**src/rtl/uart_pkg.sv**
```systemverilog
// rtl/uart_pkg.sv - shared UART constants, FSM state encodings and helpers
package uart_pkg;

  localparam int PARITY_NONE = 0;
  localparam int PARITY_EVEN = 1;
  localparam int PARITY_ODD  = 2;

  // One-hot receiver states
  typedef enum logic [5:0] {
    IDLE      = 6'b000001,
    START     = 6'b000010,
    DATA      = 6'b000100,
    PARITY    = 6'b001000,
    STOP      = 6'b010000,
    WAIT_HIGH = 6'b100000
  } rx_state_t;

  // Ceiling log2, never below 1 so counters always have at least one bit
  function automatic int clog2(input int value);
    int r;
    r = 0;
    for (int i = 0; i < 31; i++) begin
      if ((1 << i) < value) r = i + 1;
    end
    return (r < 1) ? 1 : r;
  endfunction

endpackage

```
**src/rtl/uart_sync_bit.sv**
```systemverilog
// rtl/uart_sync_bit.sv - metastability flop chain for one asynchronous bit, resets high
module uart_sync_bit #(
  parameter int SYNC_STAGES = 2
) (
  input  logic i_clock,
  input  logic i_reset,
  input  logic i_d,
  output logic o_q
);

  logic [SYNC_STAGES-1:0] r_chain;

  // Shift the asynchronous input through the chain; idle-high lines reset to 1
  always_ff @(posedge i_clock) begin
    if (i_reset) begin
      r_chain <= '1;
    end else begin
      r_chain <= {r_chain[SYNC_STAGES-2:0], i_d};
    end
  end

  assign o_q = r_chain[SYNC_STAGES-1];

endmodule

```
**src/rtl/uart_rx_param.sv**
```systemverilog
// rtl/uart_rx_param.sv - oversampling UART receiver with configurable width, parity and stop bits
module uart_rx_param
  import uart_pkg::*;
#(
  parameter int DATA_WIDTH  = 8,
  parameter int OVERSAMPLE  = 16,
  parameter int STOP_BITS   = 1,
  parameter int PARITY_MODE = 0,
  parameter int SYNC_STAGES = 2
) (
  input  logic                  i_clock,
  input  logic                  i_reset,
  input  logic                  i_tick,
  input  logic                  i_rx,
  output logic [DATA_WIDTH-1:0] o_data,
  output logic                  o_valid,
  output logic                  o_parity_err,
  output logic                  o_frame_err,
  output logic                  o_break,
  output logic                  o_busy
);

  localparam int CNT_W = clog2(OVERSAMPLE);
  localparam int BIT_W = clog2(DATA_WIDTH + 1);
  localparam logic [CNT_W-1:0] HALF_TICK = CNT_W'(OVERSAMPLE / 2 - 1);
  localparam logic [CNT_W-1:0] LAST_TICK = CNT_W'(OVERSAMPLE - 1);
  localparam logic [BIT_W-1:0] LAST_BIT  = BIT_W'(DATA_WIDTH - 1);
  localparam logic [BIT_W-1:0] LAST_STOP = BIT_W'(STOP_BITS - 1);

  rx_state_t             r_state;
  logic [CNT_W-1:0]      r_tick_cnt;
  logic [BIT_W-1:0]      r_bit_cnt;
  logic [DATA_WIDTH-1:0] r_shift;
  logic                  r_par_sample;
  logic                  r_stop_err;
  logic                  r_first_stop_low;

  logic w_rx_s;
  logic w_frame_err_next;
  logic w_first_stop_low;
  logic w_data_xor;
  logic w_parity_err;
  logic w_break;

  uart_sync_bit #(
    .SYNC_STAGES(SYNC_STAGES)
  ) u_sync (
    .i_clock(i_clock),
    .i_reset(i_reset),
    .i_d    (i_rx),
    .o_q    (w_rx_s)
  );

  // Frame status as it would stand if the current stop sample were taken now
  always_comb begin
    w_frame_err_next = r_stop_err | ~w_rx_s;
    w_first_stop_low = (r_bit_cnt == '0) ? ~w_rx_s : r_first_stop_low;
    w_data_xor       = (^r_shift) ^ r_par_sample;
    w_parity_err     = 1'b0;
    if (PARITY_MODE == PARITY_EVEN) w_parity_err = w_data_xor;
    if (PARITY_MODE == PARITY_ODD)  w_parity_err = ~w_data_xor;
    w_break = (r_shift == '0) &&
              ((PARITY_MODE == PARITY_NONE) || !r_par_sample) &&
              w_first_stop_low;
  end

  // Receiver FSM: mid-bit sampling on i_tick, registered word, flags and valid strobe
  always_ff @(posedge i_clock) begin
    if (i_reset) begin
      r_state          <= IDLE;
      r_tick_cnt       <= '0;
      r_bit_cnt        <= '0;
      r_shift          <= '0;
      r_par_sample     <= 1'b0;
      r_stop_err       <= 1'b0;
      r_first_stop_low <= 1'b0;
      o_data           <= '0;
      o_valid          <= 1'b0;
      o_parity_err     <= 1'b0;
      o_frame_err      <= 1'b0;
      o_break          <= 1'b0;
    end else begin
      o_valid <= 1'b0;
      unique case (r_state)
        IDLE: begin
          if (!w_rx_s) begin
            r_state    <= START;
            r_tick_cnt <= '0;
          end
        end
        START: begin
          if (i_tick) begin
            if (r_tick_cnt == HALF_TICK) begin
              r_tick_cnt <= '0;
              r_bit_cnt  <= '0;
              r_state    <= w_rx_s ? IDLE : DATA;
            end else begin
              r_tick_cnt <= r_tick_cnt + 1'b1;
            end
          end
        end
        DATA: begin
          if (i_tick) begin
            if (r_tick_cnt == LAST_TICK) begin
              r_tick_cnt <= '0;
              r_shift    <= {w_rx_s, r_shift[DATA_WIDTH-1:1]};
              if (r_bit_cnt == LAST_BIT) begin
                r_bit_cnt <= '0;
                r_state   <= (PARITY_MODE != PARITY_NONE) ? PARITY : STOP;
              end else begin
                r_bit_cnt <= r_bit_cnt + 1'b1;
              end
            end else begin
              r_tick_cnt <= r_tick_cnt + 1'b1;
            end
          end
        end
        PARITY: begin
          if (i_tick) begin
            if (r_tick_cnt == LAST_TICK) begin
              r_tick_cnt   <= '0;
              r_par_sample <= w_rx_s;
              r_state      <= STOP;
            end else begin
              r_tick_cnt <= r_tick_cnt + 1'b1;
            end
          end
        end
        STOP: begin
          if (i_tick) begin
            if (r_tick_cnt == LAST_TICK) begin
              r_tick_cnt <= '0;
              if (r_bit_cnt == LAST_STOP) begin
                r_bit_cnt        <= '0;
                r_stop_err       <= 1'b0;
                r_first_stop_low <= 1'b0;
                o_data           <= r_shift;
                o_valid          <= 1'b1;
                o_parity_err     <= w_parity_err;
                o_frame_err      <= w_frame_err_next;
                o_break          <= w_break;
                r_state          <= w_frame_err_next ? WAIT_HIGH : IDLE;
              end else begin
                r_bit_cnt        <= r_bit_cnt + 1'b1;
                r_stop_err       <= w_frame_err_next;
                r_first_stop_low <= w_first_stop_low;
              end
            end else begin
              r_tick_cnt <= r_tick_cnt + 1'b1;
            end
          end
        end
        WAIT_HIGH: begin
          if (w_rx_s) begin
            r_state    <= IDLE;
            r_tick_cnt <= '0;
          end
        end
        default: begin
          r_state    <= IDLE;
          r_tick_cnt <= '0;
          r_bit_cnt  <= '0;
        end
      endcase
    end
  end

  assign o_busy = (r_state != IDLE);

endmodule
```
**config.mk**
```make
export PLATFORM = sky130hd
export DESIGN_NAME = uart_rx_param
export DESIGN_NICKNAME = d
export VERILOG_FILES = /design/src/rtl/uart_pkg.sv /design/src/rtl/uart_sync_bit.sv /design/src/rtl/uart_rx_param.sv
export SDC_FILE = /design/constraint.sdc
export NUM_CORES = 1
export LEC_CHECK = 0
export BUFFER_PORTS_ARGS = -buffer_cell sky130_fd_sc_hd__buf_2
export CAP_MARGIN = 20
export CORE_ASPECT_RATIO = 1.25
export CORE_MARGIN = 5
export CORE_UTILIZATION = 35
export CTS_CLUSTER_DIAMETER = 80
export DETAILED_ROUTE_END_ITERATION = 8
export GPL_TIMING_DRIVEN = 0
export HOLD_SLACK_MARGIN = 0.12
export PLACE_DENSITY = 0.52
export SLEW_MARGIN = 20
export SYNTH_ARGS = -nofsm -noshare
export SYNTH_HDL_FRONTEND = slang
export SYNTH_SLANG_ARGS = --single-unit
```
**constraint.sdc**
```tcl
create_clock -name i_clock -period 2.4 [get_ports i_clock]
set_input_delay 0.36 -clock i_clock [delete_from_list [all_inputs] [get_ports i_clock]]
set_output_delay 0.36 -clock i_clock [all_outputs]
set_load 0.05 [all_outputs]
```
==> parameters.txt, run 1 <==
Parameter                              Value

Run status
  Run status    finished, final reports clean

Clock network
  Maximum number of buffers from clock root to sink    2
  H-Tree Depth    2
  Number of clock sinks seen by CTS    35
  Clock root buffer master    sky130_fd_sc_hd__clkbuf_8
  CTS clk-pin slew, worst paths    roughly 70 ps
  Number of CTS-inserted buffers    5
  Post-CTS Setup Inserts    0
  Resized Gates After CTS    0
  Clock network latency to the later pin of the worst-skew pair    280 ps
  Clock tree from TritonCTS    yes
  Number of buffers added to fix hold violations after cts    0

Place
  Estimated wirelength of the detail-placed design    2630 microns
  Area after detailed placement    roughly 0.0018 sq mm
  Total of buffers placed on input and output ports    14
  Place WS    roughly 240 ps
  Gpl congestion    0.849
  Total placed cells including tap cells    253

Global routing
  Wire length of the first global-routing pass    5890 microns
  Remaining Overflow, GRT    0
  GRT Total Usage    12.1%
  Via count of the first global-routing pass    1347
  Antenna violations before repair    0
  Pin count of the biggest net entering global routing    12

Drt
  First drt pass iteration count    4
  Remaining antenna violation count after routing    0
  Number of DRC markers in iteration 0    78
  Drc violations    0
  Per-cell routed wire length    13.6 microns
  Avg Vias per Cell    5.17
  Overall via count from detail_route    1350
  Total wire length after detailed routing    3550 microns

Finish
  Diodes inserted    0
  Filler cell count    473
  Net total in the final layout    209
  Cell Count, Final, Fillers Out    261
  Most frequent cells in the layout    sky130_fd_sc_hd__dfxtp_1, sky130_fd_sc_hd__nor2_1, sky130_fd_sc_hd__buf_2
  Post-layout utilization of the core    41.7%
  Area growth from synthesis to layout    14.0%
  Most common cell after layout, fill and taps aside    sky130_fd_sc_hd__dfxtp_1
  Share of layout cells above drive strength 1    16.3%
  Final instance area    0.00186 sq mm

STA
  Shortest period the worst path allows    between 2000 and 2500 ps
  Final worst-path cycle share    90.7%
  Number of max-slew violations in the final report    0
  Setup repair after global routing missed its margin    false
  Setup slack after layout    222 ps
  Number of setup violations in the final report    0
  Layout Skew    ~6.5 ps
  Setup tns final    0 ps
  Normalized max-slew margin    39.3%
  Final count of hold timing violations    0
  Worst-Margin Slew    908 ps
  Fmax    0.459 GHz

Floorplan
  Cell row count    27
  I/O pin count    17
  Horizontal die dimension    a little over 70 microns
  Area of the die    0.00613 sq mm
  Area of the core region    0.00446 sq mm
  Vert. Die Dim    86.3 microns
  Effective utilization at floorplan    36.6%

Setup path
  Path type of the worst setup path    register to register
  Critical path arrival    around 2400 ps
  Worst-case register-to-register setup slack    220 ps
  Number of cells traversed by the worst register-to-register path    7
  Kind of launch point of the worst setup path    register
  Critical R2R Launch    r_bit_cnt[0]
  Critical Path Sink Type    register
  Crit path max fanout    5
  CP Launch Point    r_bit_cnt[0]
  Endpoint required time on the critical path    2620 ps
  Capturing point of the worst reg2reg path    r_bit_cnt[3]
  Setup crit end    r_bit_cnt[3]

Power
  Part of the power in combinational logic    17.6%
  Internal power    just under 0.0009 W
  Share of total power in the clock network    about a third
  Leakage    0.703 nW
  VDD IR max    404 uV
  Pwr per Cell Area    666 mW/mm^2
  Switching component of the power    0.000370 W
  Portion of total power attributed to sequential cells    48.7%
  Switching Fraction    29.9%

Yosys
  Async S/R FF share, synth    0%
  Distinct cell type count after synthesis    43
  Cell area after synthesis    approximately 0.0016 sq mm
  Register area share after synthesis    around 43%
  Net count of the mapped netlist    188
  Syn_area_per_cell    approximately 9 sq um
  Yosys warnings    0
  Cells after Synth    approximately 180
  Predominant post-synthesis flop cell    sky130_fd_sc_hd__dfxtp_1
  Number of enable flip-flop cells after synthesis    0
  Number of synthesized register bits    35

Min path
  Min-delay worst type    primary input to register

Flow run
  Number of maximum-capacitance violations    0
-- power by group through the flow --
stage          logic [W]  registers [W]  clock network, W
6_report        0.000218       0.000602          0.000417
3_3_place_gp    0.000217       0.000616                 0
3_5_place_dp    0.000218       0.000615                 0
4_1_cts         0.000219       0.000602          0.000434
5_1_grt         0.000240       0.000604          0.000453
2_1_floorplan   0.000173       0.000613                 0
-- routing by layer --
layer | GRT usage (%) | up-vias | share of wire [%]
met5 | 0 | - | 0
met4 | 6.15 | 0 | 2.6
met3 | 2.90 | 8 | 2.8
met2 | 21.3 | 25 | 49
met1 | 13.3 | 624 | 45
li1 | - | 693 | -
-- per-stage QoR --
stage / total power [W] / hold slack (ps)
6_report: 0.00124 / 261
5_1_grt: 0.00130 / 250
4_1_cts: 0.00125 / 252
3_5_place_dp: 0.000833 / 423
3_3_place_gp: 0.000832 / 424
2_1_floorplan: 0.000786 / 389
-- sequential cells by signal, summed over array words and instances, names as in the netlist --
name,count
r_stop_err,1
u_sync.r_chain,2
r_tick_cnt,4
o_frame_err,1
o_valid,1
r_bit_cnt,4
o_break,1
r_shift,8
o_data,8
r_state,5
-- synthesized netlist by cell type (5+ instances only) --
cell type                  instances  share of area, %
sky130_fd_sc_hd__o21ai_0           8               2.5
sky130_fd_sc_hd__nor2_1           18               4.1
sky130_fd_sc_hd__clkbuf_1          6               1.4
sky130_fd_sc_hd__mux2i_1          10               6.1
sky130_fd_sc_hd__inv_1             6               1.4
sky130_fd_sc_hd__nand3_1           5               1.5
sky130_fd_sc_hd__a21oi_1          13               4.0
sky130_fd_sc_hd__dfxtp_1          35                43
sky130_fd_sc_hd__a22o_1           10               5.4
sky130_fd_sc_hd__nand2_1          11               2.5
-- worst min path at each step --
stage | start | cells after the start | endpoint
after floorplan | u_sync.r_chain[0] | 1 | u_sync.r_chain[1]
after global placement | u_sync.r_chain[0] | 1 | u_sync.r_chain[1]
after detailed placement | u_sync.r_chain[0] | 1 | u_sync.r_chain[1]
after CTS | i_rx | 2 | u_sync.r_chain[0]
after global routing | i_rx | 2 | u_sync.r_chain[0]
final | i_rx | 2 | u_sync.r_chain[0]
-- critical path: stages, from the launching register on --
cell	delay, ps
sky130_fd_sc_hd__dfxtp_1	400
sky130_fd_sc_hd__inv_1	60
sky130_fd_sc_hd__ha_1	180
sky130_fd_sc_hd__nor3b_1	170
sky130_fd_sc_hd__or4b_4	520
sky130_fd_sc_hd__and2_4	160
sky130_fd_sc_hd__or4_1	460
sky130_fd_sc_hd__a21oi_1	140
-- kinds of logic after synthesis --
| logic type | after synthesis | synth area share (%) |
|---|---|---|
| flip-flops | 35 | 43.0 |
| AND/OR/NAND/NOR | 70 | 24.6 |
| multiplexers | 11 | 6.83 |
| adder cells (fa/ha/maj) | 3 | 2.30 |
| buffers and inverters | 16 | 4.53 |
| other | 1 | 0.230 |
| AO/OA/AOI/OAI | 43 | 17.4 |
| XOR/XNOR | 2 | 1.07 |
-- layout make-up --
type | instances | area [sq um] | share of cell area, %
tap | 58 | 72.6 | 3.91
clock buffer | 6 | 72.6 | 3.91
multi-input combinational | 130 | 856 | 46.1
sequential | 35 | 701 | 37.7
timing repair buffer | 14 | 70.1 | 3.77
inverter | 6 | 22.5 | 1.21
clock inverter | 2 | 12.5 | 0.673
buffer | 10 | 51.3 | 2.76
Note: power is estimated with default switching activity, not from simulation.
==> inputs of run 2 (changes only) <==
MAX_ROUTING_LAYER = met4   (was not set)
==> run 2 against run 1 <==
Effect of this change:
- power shrank 0.19%
- clock power is essentially flat
- global-route usage grew 0.37 points
- final cell count is the same
- sequential power is essentially flat
- fmax shrank 0.67%
- hold slack lost 1.8 ps
- first-iteration DRC count grew 17%
==> parameters.txt, run 2 (synthesis gave the netlist of run 1 again) <==
Parameter                              Value

Power
  Leakage    0.703 nW (unchanged)
  VDD IR max    319 uV (-21%)
  Switching Fraction    29.7% (-0.13 points)
  Switching component of the power    0.000368 W (-0.63%)
  Portion of total power attributed to sequential cells    48.8% (about the same)
  Part of the power in combinational logic    17.6% (about the same)
  Internal power    0.000868 W (about the same)
  Pwr per Cell Area    665 mW/mm^2 (-0.19%)
  Share of total power in the clock network    33.6% (about the same)

Clock network
  Number of buffers added to fix hold violations after cts    0 (unchanged)
  Clock root buffer master    sky130_fd_sc_hd__clkbuf_8
  Maximum number of buffers from clock root to sink    2 (unchanged)
  Number of clock sinks seen by CTS    35 (unchanged)
  Clock network latency to the later pin of the worst-skew pair    280 ps (about the same)
  Resized Gates After CTS    0 (unchanged)
  Number of CTS-inserted buffers    5 (unchanged)
  H-Tree Depth    2 (unchanged)
  CTS clk-pin slew, worst paths    70 ps (about the same)
  Post-CTS Setup Inserts    0 (unchanged)
  Clock tree from TritonCTS    yes

STA
  Number of max-slew violations in the final report    0 (unchanged)
  Worst-Margin Slew    892 ps (-15.9 ps)
  Setup tns final    0 ps (unchanged)
  Final worst-path cycle share    91.3% (+0.61 points)
  Layout Skew    3.30 ps (-3.18 ps)
  Final count of hold timing violations    0 (unchanged)
  Fmax    0.456 GHz (-0.67%)
  Shortest period the worst path allows    2190 ps (+14.6 ps)
  Setup repair after global routing missed its margin    false
  Number of setup violations in the final report    0 (unchanged)
  Normalized max-slew margin    40.3% (+1.1 points)

Setup path
  Kind of cell with the highest combined delay on the critical path    simple AND/OR/NAND/NOR gates
  Crit path max fanout    5 (unchanged)
  Critical Path Sink Type    register
  Series of cell instances along the critical path    inv_1 > ha_1 > nor3b_1 > or4b_4 > and2_4 > or4_1 > a21oi_1
  Highest-delay cell along the critical path    sky130_fd_sc_hd__or4b_4
  Path type of the worst setup path    register to register
  Endpoint required time on the critical path    2610 ps (about the same)
  Kind of launch point of the worst setup path    register
  Delay contributed by the slowest stage of the critical path    530 ps (about the same)
  Critical path arrival    2400 ps (about the same)
  WP buf/inv    1 (unchanged)

Finish
  Post-layout utilization of the core    41.7% (unchanged)
  Most common cell after layout, fill and taps aside    sky130_fd_sc_hd__dfxtp_1
  Multi-input logic area    856 sq um (unchanged)
  Most frequent cells in the layout    sky130_fd_sc_hd__dfxtp_1, sky130_fd_sc_hd__nor2_1, sky130_fd_sc_hd__buf_2
  Reg area    701 sq um (unchanged)
  Net total in the final layout    209 (unchanged)
  Share of layout cells above drive strength 1    16.3% (unchanged)
  Area growth from synthesis to layout    14.0% (unchanged)
  Filler cell count    477 (+0.85%)
  Diodes inserted    0 (unchanged)
  Biggest regs    o_data (8), r_shift (8), r_state (5)

Place
  Estimated wirelength of the detail-placed design    2650 microns (+0.59%)
  Total of buffers placed on input and output ports    14 (unchanged)
  Gpl congestion    0.853 (+0.49%)

Floorplan
  I/O pin count    17 (unchanged)
  Effective utilization at floorplan    36.6% (unchanged)
  Horizontal die dimension    71.0 microns (unchanged)
  Vert. Die Dim    86.3 microns (unchanged)
  Area of the core region    0.00446 sq mm (unchanged)
  Cell row count    27 (unchanged)
  Area of the die    0.00613 sq mm (unchanged)

Drt
  Avg Vias per Cell    5.07 (-2.0%)
  Total wire length after detailed routing    3600 microns (+1.5%)
  Remaining antenna violation count after routing    0 (unchanged)
  First drt pass iteration count    5 (+1)
  Drc violations    0 (unchanged)
  Number of DRC markers in iteration 0    91 (+17%)
  Per-cell routed wire length    13.8 microns (+1.5%)
  Overall via count from detail_route    1323 (-2.0%)

Global routing
  Antenna violations before repair    0 (unchanged)
  Pin count of the biggest net entering global routing    12 (unchanged)
  Via count of the first global-routing pass    1334 (-0.97%)
  Remaining Overflow, GRT    0 (unchanged)
  Wire length of the first global-routing pass    6070 microns (+3.1%)
  GRT Total Usage    12.4% (+0.37 points)

Min path
  Min-delay worst type    primary input to register

Flow run
  Number of maximum-capacitance violations    0 (unchanged)

Run status
  Run status    finished, final reports clean
[run 2: final cells by class]
cell class / count / share of cell area, %
plain buffers: 10 / 2.76
multi-input cells: 130 / 46.1
inverters: 6 / 1.21
repair buffers: 14 / 3.77
well taps: 58 / 3.91
clock inverters: 2 / 0.673
clock buffers: 6 / 3.91
flip-flops and latches: 35 / 37.7
[run 2: through the flow]
step / power [W] / hold slack, ps / setup WS (ps) / cells / instance area [sq um]
6_report: 0.00124 / 260 / 208 / 261 / 1860
5_1_grt: 0.00130 / 251 / 116 / 261 / 1860
3_5_place_dp: 0.000834 / 427 / 235 / 253 / 1770
3_3_place_gp: 0.000832 / 425 / 267 / 253 / 1770
4_1_cts: 0.00125 / 255 / 217 / 261 / 1860
2_1_floorplan: 0.000786 / 389 / 372 / 181 / 1630
[run 2: final timing paths]
| kind | slack, ps | depth (start not counted) | to | start |
|---|---|---|---|---|
| max | 210 | 7 | r_bit_cnt[3] | r_bit_cnt[0] |
| min | 260 | 2 | u_sync.r_chain[0] | i_rx |
| max reg2reg | 210 | 7 | r_bit_cnt[3] | r_bit_cnt[0] |
| min reg2reg | 430 | 1 | u_sync.r_chain[1] | u_sync.r_chain[0] |
[run 2: power by group through the flow]
stage	Clock, W	Combinational, W	Sequential (W)
after floorplan	0	0.000173	0.000613
after detailed placement	0	0.000219	0.000615
after global placement	0	0.000217	0.000616
after global routing	0.000451	0.000241	0.000605
final	0.000415	0.000218	0.000602
after CTS	0.000432	0.000220	0.000602
[run 2: layer usage]
layer  track usage [%]  vias to the layer above  share of wire, %
met5                 -                        -                 0
met4              2.56                        0              0.97
met3              2.90                        5               3.0
met2              21.4                       23                49
met1              14.7                      605                47
li1                  -                      690                 -
==> inputs of run 3 (changes only) <==
CTS_BUF_LIST = sky130_fd_sc_hd__clkbuf_4 sky130_fd_sc_hd__clkbuf_8   (was not set)
==> run 3 against run 2 <==
Effect of this change:
- combinational power about the same
- register-to-register slack is essentially flat
- setup slack unchanged
- first-iteration DRC count unchanged
- power is 0.92% higher
- cell area increased by 0.20%
- hold slack about the same
- die area stayed put
- global-route usage unchanged
- non-clock buffer count stayed put
- sequential power barely moved
- final cell count unchanged
- critical endpoint unchanged
- largest power group unchanged
==> parameters.txt, run 3 (synthesis gave the netlist of run 1 again) <==
Parameter                              Value

Floorplan
  Area of the core region    0.00446 sq mm (unchanged)
  Effective utilization at floorplan    36.6% (unchanged)
  Area of the die    0.00613 sq mm (unchanged)
  I/O pin count    17 (unchanged)
  Vert. Die Dim    86.3 microns (unchanged)
  Cell row count    27 (unchanged)
  Horizontal die dimension    71.0 microns (unchanged)

Drt
  Avg Vias per Cell    5.07 (unchanged)
  Remaining antenna violation count after routing    0 (unchanged)
  Total length of routed met3 wires    108 microns (unchanged)
  Wire length on met2    1780 microns (about the same)
  Per-cell routed wire length    13.8 microns (about the same)
  Overall via count from detail_route    1323 (unchanged)
  Highest layer used for signal routing    met4
  Total wire length after detailed routing    3600 microns (about the same)
  Number of DRC markers in iteration 0    91 (unchanged)
  First drt pass iteration count    5 (unchanged)
  Drc violations    0 (unchanged)
  Metal-1 WL    1680 microns (about the same)

STA
  Final count of hold timing violations    0 (unchanged)
  Worst-Margin Slew    892 ps (-0.104 ps)
  Shortest period the worst path allows    2190 ps (unchanged)
  Number of setup violations in the final report    0 (unchanged)
  Layout Skew    3.30 ps (unchanged)
  Post-route worst hold slack    260 ps (-0.0150 ps)
  Setup repair after global routing missed its margin    false
  Setup tns final    0 ps (unchanged)
  Normalized max-slew margin    40.3% (about the same)
  Fmax    0.456 GHz (unchanged)
  Final worst-path cycle share    91.3% (unchanged)
  Setup slack after layout    208 ps (unchanged)
  Number of max-slew violations in the final report    0 (unchanged)

Setup path
  Path type of the worst setup path    register to register
  Kind of cell with the highest combined delay on the critical path    simple AND/OR/NAND/NOR gates
  Worst-case register-to-register setup slack    210 ps (about the same)
  Series of cell instances along the critical path    inv_1 > ha_1 > nor3b_1 > or4b_4 > and2_4 > or4_1 > a21oi_1
  Highest-delay cell along the critical path    sky130_fd_sc_hd__or4b_4
  Delay contributed by the slowest stage of the critical path    530 ps (about the same)
  Crit path max fanout    5 (unchanged)
  Capturing point of the worst reg2reg path    r_bit_cnt[3]
  Critical path arrival    2400 ps (about the same)
  WP buf/inv    1 (unchanged)
  Critical R2R Launch    r_bit_cnt[0]
  Kind of launch point of the worst setup path    register
  Critical Path Sink Type    register
  Number of cells traversed by the worst register-to-register path    7 (unchanged)
  Endpoint required time on the critical path    2610 ps (about the same)

Min path
  Hold_sp    i_rx
  Min-delay worst type    primary input to register
  Worst hold path stage count    2 (unchanged)
  Endpoint, Worst Hold    u_sync.r_chain[0]

Global routing
  Remaining Overflow, GRT    0 (unchanged)
  Antenna violations before repair    0 (unchanged)
  GRT Total Usage    12.4% (unchanged)
  Via count of the first global-routing pass    1334 (unchanged)
  Wire length of the first global-routing pass    6070 microns (unchanged)
  Pin count of the biggest net entering global routing    12 (unchanged)

Run status
  Run status    finished, final reports clean

Finish
  Biggest regs    o_data (8), r_shift (8), r_state (5)
  Filler cell count    477 (unchanged)
  Final instance area    0.00186 sq mm (+0.20%)
  Share of layout cells above drive strength 1    16.7% (+0.49 points)
  Most common cell after layout, fill and taps aside    sky130_fd_sc_hd__dfxtp_1
  Diodes inserted    0 (unchanged)
  Net total in the final layout    209 (unchanged)
  Most frequent cells in the layout    sky130_fd_sc_hd__dfxtp_1, sky130_fd_sc_hd__nor2_1, sky130_fd_sc_hd__buf_2
  Area growth from synthesis to layout    14.2%

Power
  Leakage    0.707 nW (+0.49%)
  Part of the power in combinational logic    17.5% (about the same)
  Switching Fraction    29.5% (-0.27 points)
  Pwr per Cell Area    670 mW/mm^2 (+0.71%)
  VDD IR max    319 uV (unchanged)
  Portion of total power attributed to sequential cells    48.3% (-0.5 points)
  Switching component of the power    0.000368 W (about the same)
  Internal power    0.000879 W (+1.3%)
  Share of total power in the clock network    34.2% (+0.6 points)

Clock network
  Maximum number of buffers from clock root to sink    2 (unchanged)
  Number of clock sinks seen by CTS    35 (unchanged)
  CTS clk-pin slew, worst paths    70 ps (about the same)
  H-Tree Depth    2 (unchanged)
  Post-CTS Setup Inserts    0 (unchanged)
  Resized Gates After CTS    0 (unchanged)
  Clock network latency to the later pin of the worst-skew pair    280 ps (about the same)
  Number of buffers added to fix hold violations after cts    0 (unchanged)
  Clock tree from TritonCTS    yes
  Number of CTS-inserted buffers    5 (unchanged)
  Clock root buffer master    sky130_fd_sc_hd__clkbuf_8

Flow run
  Number of maximum-capacitance violations    0 (unchanged)

Place
  Place WS    235 ps (unchanged)
  Area after detailed placement    0.00177 sq mm (unchanged)
  Estimated wirelength of the detail-placed design    2650 microns (unchanged)
  Total of buffers placed on input and output ports    14 (unchanged)
  Gpl congestion    0.853 (unchanged)
-- run 3: final cells by class --
| type | count | area (sq um) | share of cell area (%) |
|---|---|---|---|
| multi-input cells | 130 | 856 | 46.0 |
| flip-flops and latches | 35 | 701 | 37.6 |
| clock buffers | 6 | 76.3 | 4.10 |
| well taps | 58 | 72.6 | 3.90 |
| repair buffers | 14 | 70.1 | 3.76 |
| plain buffers | 10 | 51.3 | 2.76 |
| inverters | 6 | 22.5 | 1.21 |
| clock inverters | 2 | 12.5 | 0.672 |
-- run 3: power by group through the flow --
stage	logic [W]	registers, W	clock network, W
4_1_cts	0.000220	0.000602	0.000444
3_3_place_gp	0.000217	0.000616	0
2_1_floorplan	0.000173	0.000613	0
3_5_place_dp	0.000219	0.000615	0
6_report	0.000218	0.000602	0.000427
5_1_grt	0.000241	0.000605	0.000462
-- run 3: worst max-delay path by stage --
| stage | start | end | slack, ps | cells after the start |
|---|---|---|---|---|
| floorplan | r_bit_cnt[0] | r_bit_cnt[3] | 370 | 7 |
| global placement | r_bit_cnt[0] | r_bit_cnt[3] | 270 | 7 |
| detailed placement | r_bit_cnt[0] | r_bit_cnt[3] | 240 | 7 |
| CTS | r_bit_cnt[0] | r_bit_cnt[3] | 220 | 7 |
| global route | r_state[2] | r_shift[7] | 120 | 6 |
| finish | r_bit_cnt[0] | r_bit_cnt[3] | 210 | 7 |
-- run 3: metal layers --
metal	vias up	GRT usage [%]
met1	605	14.7
met5	-	-
met2	23	21.4
li1	690	-
met3	5	2.90
met4	0	2.56
-- run 3: per-stage QoR --
| stage | cells | utilization (%) | total power [W] |
|---|---|---|---|
| 2_1_floorplan | 181 | - | 0.000786 |
| 3_3_place_gp | 253 | 39.8 | 0.000832 |
| 3_5_place_dp | 253 | 39.8 | 0.000834 |
| 4_1_cts | 261 | 41.8 | 0.00127 |
| 5_1_grt | 261 | 41.8 | 0.00131 |
| 6_report | 261 | 41.8 | 0.00125 |
